`src/rtl/pacman_fb_arbiter.sv`:
```
// Port-A arbiter for the 2 KB frame-buffer BRAM, shared by the TV80 CPU
// and the GPU fetcher. The GPU has priority, and a starvation guard bounds how long the CPU waits.
module pacman_fb_arbiter #(
    parameter logic [15:0] FB_BASE  = 16'h4000,
    parameter logic [15:0] FB_LAST  = 16'h47FF,
    parameter int unsigned MAX_WAIT = 4
) (
    input  logic        clk,
    input  logic        reset,
    input  logic [15:0] cpu_addr_in,
    input  logic        cpu_mreq_n,
    input  logic        cpu_wr_n,
    input  logic [7:0]  cpu_data_in,
    output logic [7:0]  cpu_fb_data,
    output logic        cpu_fb_valid,
    output logic        cpu_wait_n,
    input  logic        gpu_req,
    input  logic [10:0] gpu_addr,
    output logic        gpu_grant,
    output logic        gpu_valid,
    output logic [7:0]  gpu_data,
    output logic        fb_ena,
    output logic        fb_wea,
    output logic [10:0] fb_addra,
    output logic [7:0]  fb_dina,
    input  logic [7:0]  fb_douta,
    output logic [15:0] stall_cycles
);

    localparam int WCW = (MAX_WAIT < 1) ? 1 : $clog2(MAX_WAIT + 1);
    localparam logic [WCW-1:0] W_MAX = WCW'(MAX_WAIT);

    typedef enum logic {
        S_IDLE,
        S_CPU_DONE
    } state_t;

    state_t         r_state;
    logic [WCW-1:0] r_wait_cnt;
    logic           r_rd_first;
    logic [7:0]     r_cpu_data;
    logic           r_cpu_valid;
    logic           r_gpu_valid;
    logic [15:0]    r_stall;

    logic           w_in_win;
    logic           w_cpu_req;
    logic           w_cpu_win;
    logic           w_gpu_win;

    // Request decode and single-winner arbitration for this cycle
    always_comb begin
        w_in_win  = (cpu_addr_in >= FB_BASE) && (cpu_addr_in <= FB_LAST);
        w_cpu_req = ~reset & ~cpu_mreq_n & w_in_win
                  & (r_state == S_IDLE);
        w_cpu_win = w_cpu_req & (~gpu_req | (r_wait_cnt == W_MAX));
        w_gpu_win = ~reset & gpu_req & ~w_cpu_win;
    end

    // Port-A steering and CPU stall, all forced idle during reset
    always_comb begin
        fb_ena     = 1'b0;
        fb_wea     = 1'b0;
        fb_addra   = 11'h000;
        fb_dina    = 8'h00;
        gpu_grant  = w_gpu_win;
        cpu_wait_n = ~w_cpu_req;
        if (w_cpu_win) begin
            fb_ena   = 1'b1;
            fb_wea   = ~cpu_wr_n;
            fb_addra = cpu_addr_in[10:0];
            fb_dina  = cpu_data_in;
        end else if (w_gpu_win) begin
            fb_ena   = 1'b1;
            fb_addra = gpu_addr;
        end
    end

    // CPU access FSM: grant, hold result, wait for the CPU to end its cycle
    always_ff @(posedge clk) begin
        if (reset) begin
            r_state     <= S_IDLE;
            r_wait_cnt  <= '0;
            r_rd_first  <= 1'b0;
            r_cpu_data  <= 8'h00;
            r_cpu_valid <= 1'b0;
        end else begin
            r_rd_first <= 1'b0;
            if (r_rd_first) begin
                r_cpu_data <= fb_douta;
            end
            unique case (r_state)
                S_IDLE: begin
                    if (w_cpu_win) begin
                        r_state     <= S_CPU_DONE;
                        r_wait_cnt  <= '0;
                        r_cpu_valid <= cpu_wr_n;
                        r_rd_first  <= cpu_wr_n;
                    end else if (w_cpu_req) begin
                        if (r_wait_cnt < W_MAX) begin
                            r_wait_cnt <= r_wait_cnt + WCW'(1);
                        end
                    end else begin
                        r_wait_cnt <= '0;
                    end
                end
                S_CPU_DONE: begin
                    r_wait_cnt <= '0;
                    if (cpu_mreq_n) begin
                        r_state     <= S_IDLE;
                        r_cpu_valid <= 1'b0;
                    end
                end
                default: begin
                    r_state <= S_IDLE;
                end
            endcase
        end
    end

    // GPU read pipeline: data arrives one cycle after the grant
    always_ff @(posedge clk) begin
        if (reset) begin
            r_gpu_valid <= 1'b0;
        end else begin
            r_gpu_valid <= w_gpu_win;
        end
    end

    // Saturating count of cycles the CPU spent stalled
    always_ff @(posedge clk) begin
        if (reset) begin
            r_stall <= 16'h0000;
        end else if (~cpu_wait_n && (r_stall != 16'hFFFF)) begin
            r_stall <= r_stall + 16'h0001;
        end
    end

    // The first CPU_DONE cycle forwards BRAM output; later cycles hold the latch
    assign cpu_fb_data  = r_rd_first ? fb_douta : r_cpu_data;
    assign cpu_fb_valid = r_cpu_valid;
    assign gpu_valid    = r_gpu_valid;
    assign gpu_data     = r_gpu_valid ? fb_douta : 8'h00;
    assign stall_cycles = r_stall;

endmodule

```
`config.mk`:
```
export PLATFORM = sky130hd
export DESIGN_NAME = pacman_fb_arbiter
export DESIGN_NICKNAME = d
export VERILOG_FILES = /design/src/rtl/pacman_fb_arbiter.sv
export SDC_FILE = /design/constraint.sdc
export NUM_CORES = 1
export LEC_CHECK = 0
export CORE_AREA = 2 2 74 76
export DETAILED_ROUTE_END_ITERATION = 12
export DIE_AREA = 0 0 76 78
export MAX_ROUTING_LAYER = met4
export PLACE_DENSITY = 0.77
export SYNTH_ARGS = -nofsm -noshare
export SYNTH_HDL_FRONTEND = slang
export SYNTH_SLANG_ARGS = --single-unit
```
`constraint.sdc`:
```
create_clock -name clk -period 3.1 [get_ports clk]
set_clock_uncertainty 0.05 [all_clocks]
set_input_delay 0.31 -clock clk [delete_from_list [all_inputs] [get_ports clk]]
set_output_delay 0.31 -clock clk [all_outputs]
set_load 0.005 [all_outputs]
```
==> summary.md, run 1 <==
| Metric | Value |
|---|---|
| Fraction of registers with async set/reset | `0%` |
| R2r endpoint | `stall_cycles[12]` |
| Pin count of the biggest net entering global routing | `23` |
| H-Tree Level Count | `2` |
| Die width | `76 um` |
| WHS Path Cells | `2` |
| WP data required | `2.74 ns` |
| DRC marker count from the first detailed-route iteration | `63` |
| FP Rows | `26` |
| Hold EP | `cpu_fb_valid` |
| Clk root buf | `clkbuf_8` |
| Starting density of the core | `34.3%` |
| Warnings, synthesis | `0` |
| Type of the worst min-delay path | `flip-flop to flip-flop` |
| Synth Flop Type | `dfxtp_1` |
| Cts hold-fix bufs | `0` |
| Layout area overhead | `73.0%` |
| DRT Pass-1 Iters | `4` |
| Setup bufs post-CTS | `0` |
| Worst EP arrival | `about 2.6 ns` |
| Final net count | `375` |
| Slew @ Worst Pin | `0.491 ns` |
| Tot Pwr | `around 0.93 mW` |
| Hold Startpoint | `cpu_fb_valid` |
| Min cycle time layout | `2.95 ns` |
| Lkg Pwr | `1.09 nW` |
| Worst skew pair latency | `0.28 ns` |
| # setup viols final | `0` |
| Number of global-route vias before repair | `~1,800` |
| Clock-pin slew on the worst setup and hold paths | `approximately 0.060 ns` |
| Global-route wire length before repair | `~8.1 mm` |
| DR vias | `1,992` |
| Port bufs | `104` |
| Syn_area_per_cell | `7.94 um^2` |
| Total of max-cap violations | `0` |
| Max VDD drop | `308 uV` |
| Antenna-violating nets left | `0` |
| GP Congestion | `between 0.8 and 0.9` |
| Post-synthesis cell type count | `38` |
| CTS Buf Count | `5` |
| CTS tree | `yes` |
| FF-to-FF Start | `r_state` |
| Cells after synthesis | `218` |
| Cell area after synthesis | `between 0.0015 and 0.002 mm^2` |
| Multi-input logic area | `0.00105 mm^2` |
| Fmax | `~340 MHz` |
| Critical Path End Type | `output port` |
| Initial antenna violation count | `0` |
| Crit Path Max Fanout | `15` |
| Layout cell share with drive strength beyond 1 | `a little under a tenth` |
| Gr ovfl total | `0` |
| Final Hold Viols | `0` |
| WS Path Type | `input pin to output port` |
| Clock net sink count | `31` |
| Filler cells | `455` |
| Status | `completed` |
| Core Footprint | `0.00504 mm^2` |
| Clk buf depth | `2` |
| Antenna Cells | `0` |
| Slew headroom | `about two thirds` |
| Placed cell areas | `about 0.0029 mm^2` |
| Power density over the cells | `310 mW/mm^2` |
| Fin. max-slew vios | `0` |
| Most frequent cells in the layout | `104 x clkdlybuf4s50_1, 31 x nand2_1, 31 x dfxtp_1` |
| Design Area, Final | `0.00299 mm^2` |
| Post-CTS Resized | `0` |
| Unrepaired setup endpoints after global routing | `no` |
| DRC Markers | `0` |
| Sequential element share of the synthesized area | `approximately 36%` |
| # IOs | `105` |
| Final period util | `between 90% and 100%` |
| Commonest non-fill, non-tap cell in the layout | `clkdlybuf4s50_1` |
| Via/cell ratio | `5.04` |
| Worst Setup Start Kind | `input pin` |
| GRT Total Usage | `17.1%` |
| Post-synth EDFFs | `0` |
| Syn Nets | `269` |
| Worst-case reg-to-reg path depth | `4` |
| Cells after DPL | `387` |
| Post-Route WL | `5.10 mm` |
| WL/cell | `between 10 and 15 um` |
| Reg area | `621 um^2` |
| Die Y | `78 um` |
| Setup TNS Final | `0 ns` |
| Final Non-Filler Cells | `395` |
| Total Die Area | `0.00593 mm^2` |
| Synthesized flop and latch total | `31` |
| FF-to-FF setup slack | `0.87 ns` |
| HPWL Detailed | `4.00 mm` |
power breakdown:
part           total [mW]  switching (mW)  leakage, nW  internal, mW
clock               0.412           0.152       0.0612         0.260
combinational       0.117          0.0331        0.781        0.0840
sequential          0.401         0.00165        0.250         0.399
how the worst max path moves through the flow:
stage / startpoint / endpoint / slack (ns) / cells past startpoint
finish: cpu_addr_in[12] / fb_addra[2] / 0.15 / 6
global route: cpu_addr_in[12] / fb_addra[9] / 0.04 / 6
CTS: cpu_addr_in[12] / fb_addra[1] / 0.14 / 6
detailed placement: cpu_addr_in[12] / fb_addra[5] / 0.14 / 6
global placement: cpu_addr_in[12] / fb_addra[1] / 0.15 / 6
floorplan: cpu_addr_in[12] / stall_cycles[11] / 0.86 / 5
metrics by stage:
step | utilization (%) | worst slack [ns] | hold slack (ns)
6_report | 59.4 | 0.146 | 0.445
5_1_grt | 59.4 | 0.0352 | 0.484
3_3_place_gp | 57.0 | 0.147 | 0.429
4_1_cts | 59.4 | 0.137 | 0.443
2_1_floorplan | - | 0.864 | 0.371
3_5_place_dp | 57.0 | 0.140 | 0.433
layer usage:
layer	GRT usage (%)	part of all wire, %
met4	6.00	1.5
met1	19.5	42
met2	29.7	51
met3	3.95	5.4
met5	-	0
cells in the mapped netlist (all sizes together), types with 2 or more instances:
library cell / count / area [um^2]
o41ai: 3 / 26.3
nand3: 20 / 100
buf: 2 / 8.75
nor3: 3 / 15.0
o21ai: 3 / 15.0
ha: 3 / 37.5
a21oi: 13 / 65.1
and2: 24 / 150
or3: 3 / 18.8
nor2: 10 / 37.5
nor4: 8 / 50.1
or4: 8 / 63.8
mux2: 10 / 113
nand4: 4 / 25.0
nor2b: 3 / 18.8
inv: 7 / 26.3
nand2: 31 / 116
or4b: 3 / 33.8
dfxtp: 31 / 621
o31ai: 6 / 45.0
clkbuf: 10 / 37.5
state kept, by name, summed over array words and instances, names as in the netlist:
signal,flops
r_rd_first,1
cpu_fb_valid,1
r_wait_cnt,3
r_state,1
gpu_valid,1
stall_cycles,16
r_cpu_data,8
critical path, stage by stage:
cell and delay (ns):
clkdlybuf4s50_1 0.42, or4b_4 0.56, or3_1 0.61, nand3_1 0.18, nand2_1 0.06, clkdlybuf4s50_1 0.44
cells by family (layout without fill, tap and decap cells):
| family | Yosys count | count (layout) | share of synthesized area, % |
|---|---|---|---|
| AOI/OAI and AO/OA | 32 | 32 | 12.1 |
| xor gates and xnor gates | 1 | 1 | 0.506 |
| adders and majority gates | 3 | 3 | 2.17 |
| buffers and inverters | 19 | 126 | 4.19 |
| DFF | 31 | 31 | 35.9 |
| muxes | 11 | 11 | 7.09 |
| and+or+nand+nor | 121 | 121 | 38.1 |
layout make-up:
type / instances / share of cell area, %
repair buffers: 111 / 36.5
multi-input cells: 168 / 35.0
flip-flops and latches: 31 / 20.7
well taps: 70 / 2.93
clock buffers: 6 / 2.76
clock inverters: 2 / 1.17
inverters: 7 / 0.878
No activity file was read; power rests on OpenSTA's default activity.
==> run 2, diff against run 1 <==
--- a/config.mk
+++ b/config.mk
@@ -5,11 +5,12 @@
 export SDC_FILE = /design/constraint.sdc
 export NUM_CORES = 1
 export LEC_CHECK = 0
-export CORE_AREA = 2 2 74 76
+export CORE_AREA = 2 2 82 68
 export DETAILED_ROUTE_END_ITERATION = 12
-export DIE_AREA = 0 0 76 78
+export DIE_AREA = 0 0 84 70
 export MAX_ROUTING_LAYER = met4
-export PLACE_DENSITY = 0.77
+export PLACE_DENSITY = 0.78
+export SLEW_MARGIN = 10
 export SYNTH_ARGS = -nofsm -noshare
 export SYNTH_HDL_FRONTEND = slang
 export SYNTH_SLANG_ARGS = --single-unit
==> run 2 against run 1 <==
Against the previous run:
- core utilization fell by 1.9 points
- final cell count fell by 1.5%
- flip-flop and latch count did not move
- global-route usage rose by 0.93 points
- final area fell by 0.29%
- register-to-register slack got worse by 0.09 ns
- critical path depth did not move
- worst setup slack improved by 0.13 ns
- critical endpoint is now fb_addra[0]
- largest power group unchanged
- highest routed layer unchanged
==> summary.md, run 2 (same netlist as run 1, synthesis figures left out) <==
| Metric | Value |
|---|---|
| Status | `completed` |
| Final net count | `374` |
| DRC Markers | `0` |
| Total of max-cap violations | `0` |
| Post-Route WL | `5.20 mm` |
| Port bufs | `between 100 and 150` |
| Layout cell share with drive strength beyond 1 | `under 10%` |
| GRT Total Usage | `18.1%` |
| Global-route wire length before repair | `around 8.6 mm` |
| Final Hold Viols | `0` |
| Crit path from | `cpu_mreq_n` |
| WP data required | `2.74 ns` |
| Antenna Cells | `0` |
| Final period util | `a little over 90%` |
| Gr ovfl total | `0` |
| Power density over the cells | `312 mW/mm^2` |
| Clock-pin slew on the worst setup and hold paths | `0.06 ns` |
| Fmax | `about 350 MHz` |
| Total Die Area | `between 0.005 and 0.006 mm^2` |
| HPWL Detailed | `slightly above 4 mm` |
| FF-to-FF Start | `r_state` |
| Clk buf depth | `2` |
| Min cycle time layout | `between 2 and 3 ns` |
| Slew @ Worst Pin | `about 0.45 ns` |
| H-Tree Level Count | `2` |
| WL/cell | `13.4 um` |
| Worst skew pair latency | `0.28 ns` |
| Max reg flops | `16` |
| # setup viols final | `0` |
| Worst Setup Start Kind | `input pin` |
| CTS Buf Count | `5` |
| Commonest non-fill, non-tap cell in the layout | `clkdlybuf4s50_1` |
| Most frequent cells in the layout | `104 x clkdlybuf4s50_1, 31 x nand2_1, 31 x dfxtp_1` |
| DR vias | `1,971` |
| Unrepaired setup endpoints after global routing | `no` |
| Max VDD drop | `258 uV` |
| DRT Pass-1 Iters | `4` |
| Slew headroom | `69.5%` |
| Hold Startpoint | `cpu_fb_valid` |
| Clk root buf | `clkbuf_8` |
| Core Footprint | `0.00519 mm^2` |
| Clock net sink count | `31` |
| Pin count of the biggest net entering global routing | `23` |
| Initial antenna violation count | `0` |
| Layout area overhead | `72.5%` |
| FP Rows | `24` |
| Die Y | `around 70 um` |
| # IOs | `~110` |
| Type of the worst min-delay path | `flip-flop to flip-flop` |
| CTS tree | `yes` |
| Lkg Pwr | `1.09 nW` |
| Fin. max-slew vios | `0` |
| Via/cell ratio | `5.07` |
| Setup bufs post-CTS | `0` |
| DRC marker count from the first detailed-route iteration | `between 80 and 90` |
| Worst EP arrival | `~2.5 ns` |
| Starting density of the core | `33.3%` |
| Worst hold slack | `0.437 ns` |
| Die width | `84 um` |
| GP Congestion | `0.782` |
| Antenna-violating nets left | `0` |
| Cts hold-fix bufs | `0` |
| Setup TNS Final | `0 ns` |
| Crit Path Max Fanout | `15` |
| Number of global-route vias before repair | `1,843` |
| Critical Path End Type | `output port` |
| WS Path Type | `input pin to output port` |
[run 2: cell types whose count changed in the layout (fill, tap and decap cells not counted)]
cell,change
buf_4,-1
or3_1,-1
or3_4,+1
[run 2: cell type report]
type / count / area [um^2]
flip-flops and latches: 31 / 621
clock inverters: 2 / 35.0
well taps: 65 / 81.3
inverters: 7 / 26.3
repair buffers: 110 / 1090
multi-input cells: 168 / 1050
fillers: 461 / 2210
clock buffers: 6 / 82.6
[run 2: report_power, final]
part	switching (mW)	internal, mW
clock	0.152	0.260
sequential	0.00165	0.399
combinational	0.0342	0.0841
[run 2: through the flow]
stage          setup WS, ns  cells  cell area (um^2)  power [mW]  util [%]
4_1_cts               0.100    389              2980       0.946      57.4
2_1_floorplan         0.864    218              1730       0.434         -
6_report              0.277    389              2990       0.931      57.5
3_5_place_dp          0.102    381              2860       0.528      55.1
3_3_place_gp          0.135    381              2860       0.526      55.1
5_1_grt               0.194    389              2990       0.962      57.5
[run 2: path summary, 6_finish.rpt]
| path | endpoint | slack [ns] | depth (start not counted) |
|---|---|---|---|
| min reg2reg | cpu_fb_valid | 0.44 | 2 |
| min | cpu_fb_valid | 0.44 | 2 |
| max reg2reg | stall_cycles[11] | 0.78 | 4 |
| max | fb_addra[0] | 0.28 | 6 |
[run 2: per-layer routing]
| metal | up-vias | GRT usage [%] | wire, um |
|---|---|---|---|
| li1 | 992 | - | - |
| met1 | 906 | 22.8 | 2310 |
| met2 | 66 | 29.0 | 2520 |
| met3 | 7 | 4.14 | 297 |
| met4 | 0 | 5.56 | 67 |
| met5 | - | - | 0 |
[run 2: what timing repair did]
action	in CTS	in global routing
hold endpoints to repair	0	0
resized for setup	0	1
endpoints found under the setup margin	0	1
[run 2: worst max-delay path, cell delays in order]
cell and delay [ns]:
clkdlybuf4s50_1 0.47, or4_4 0.56, or3_4 0.48, nand3_1 0.14, nand2_1 0.06, clkdlybuf4s50_1 0.46
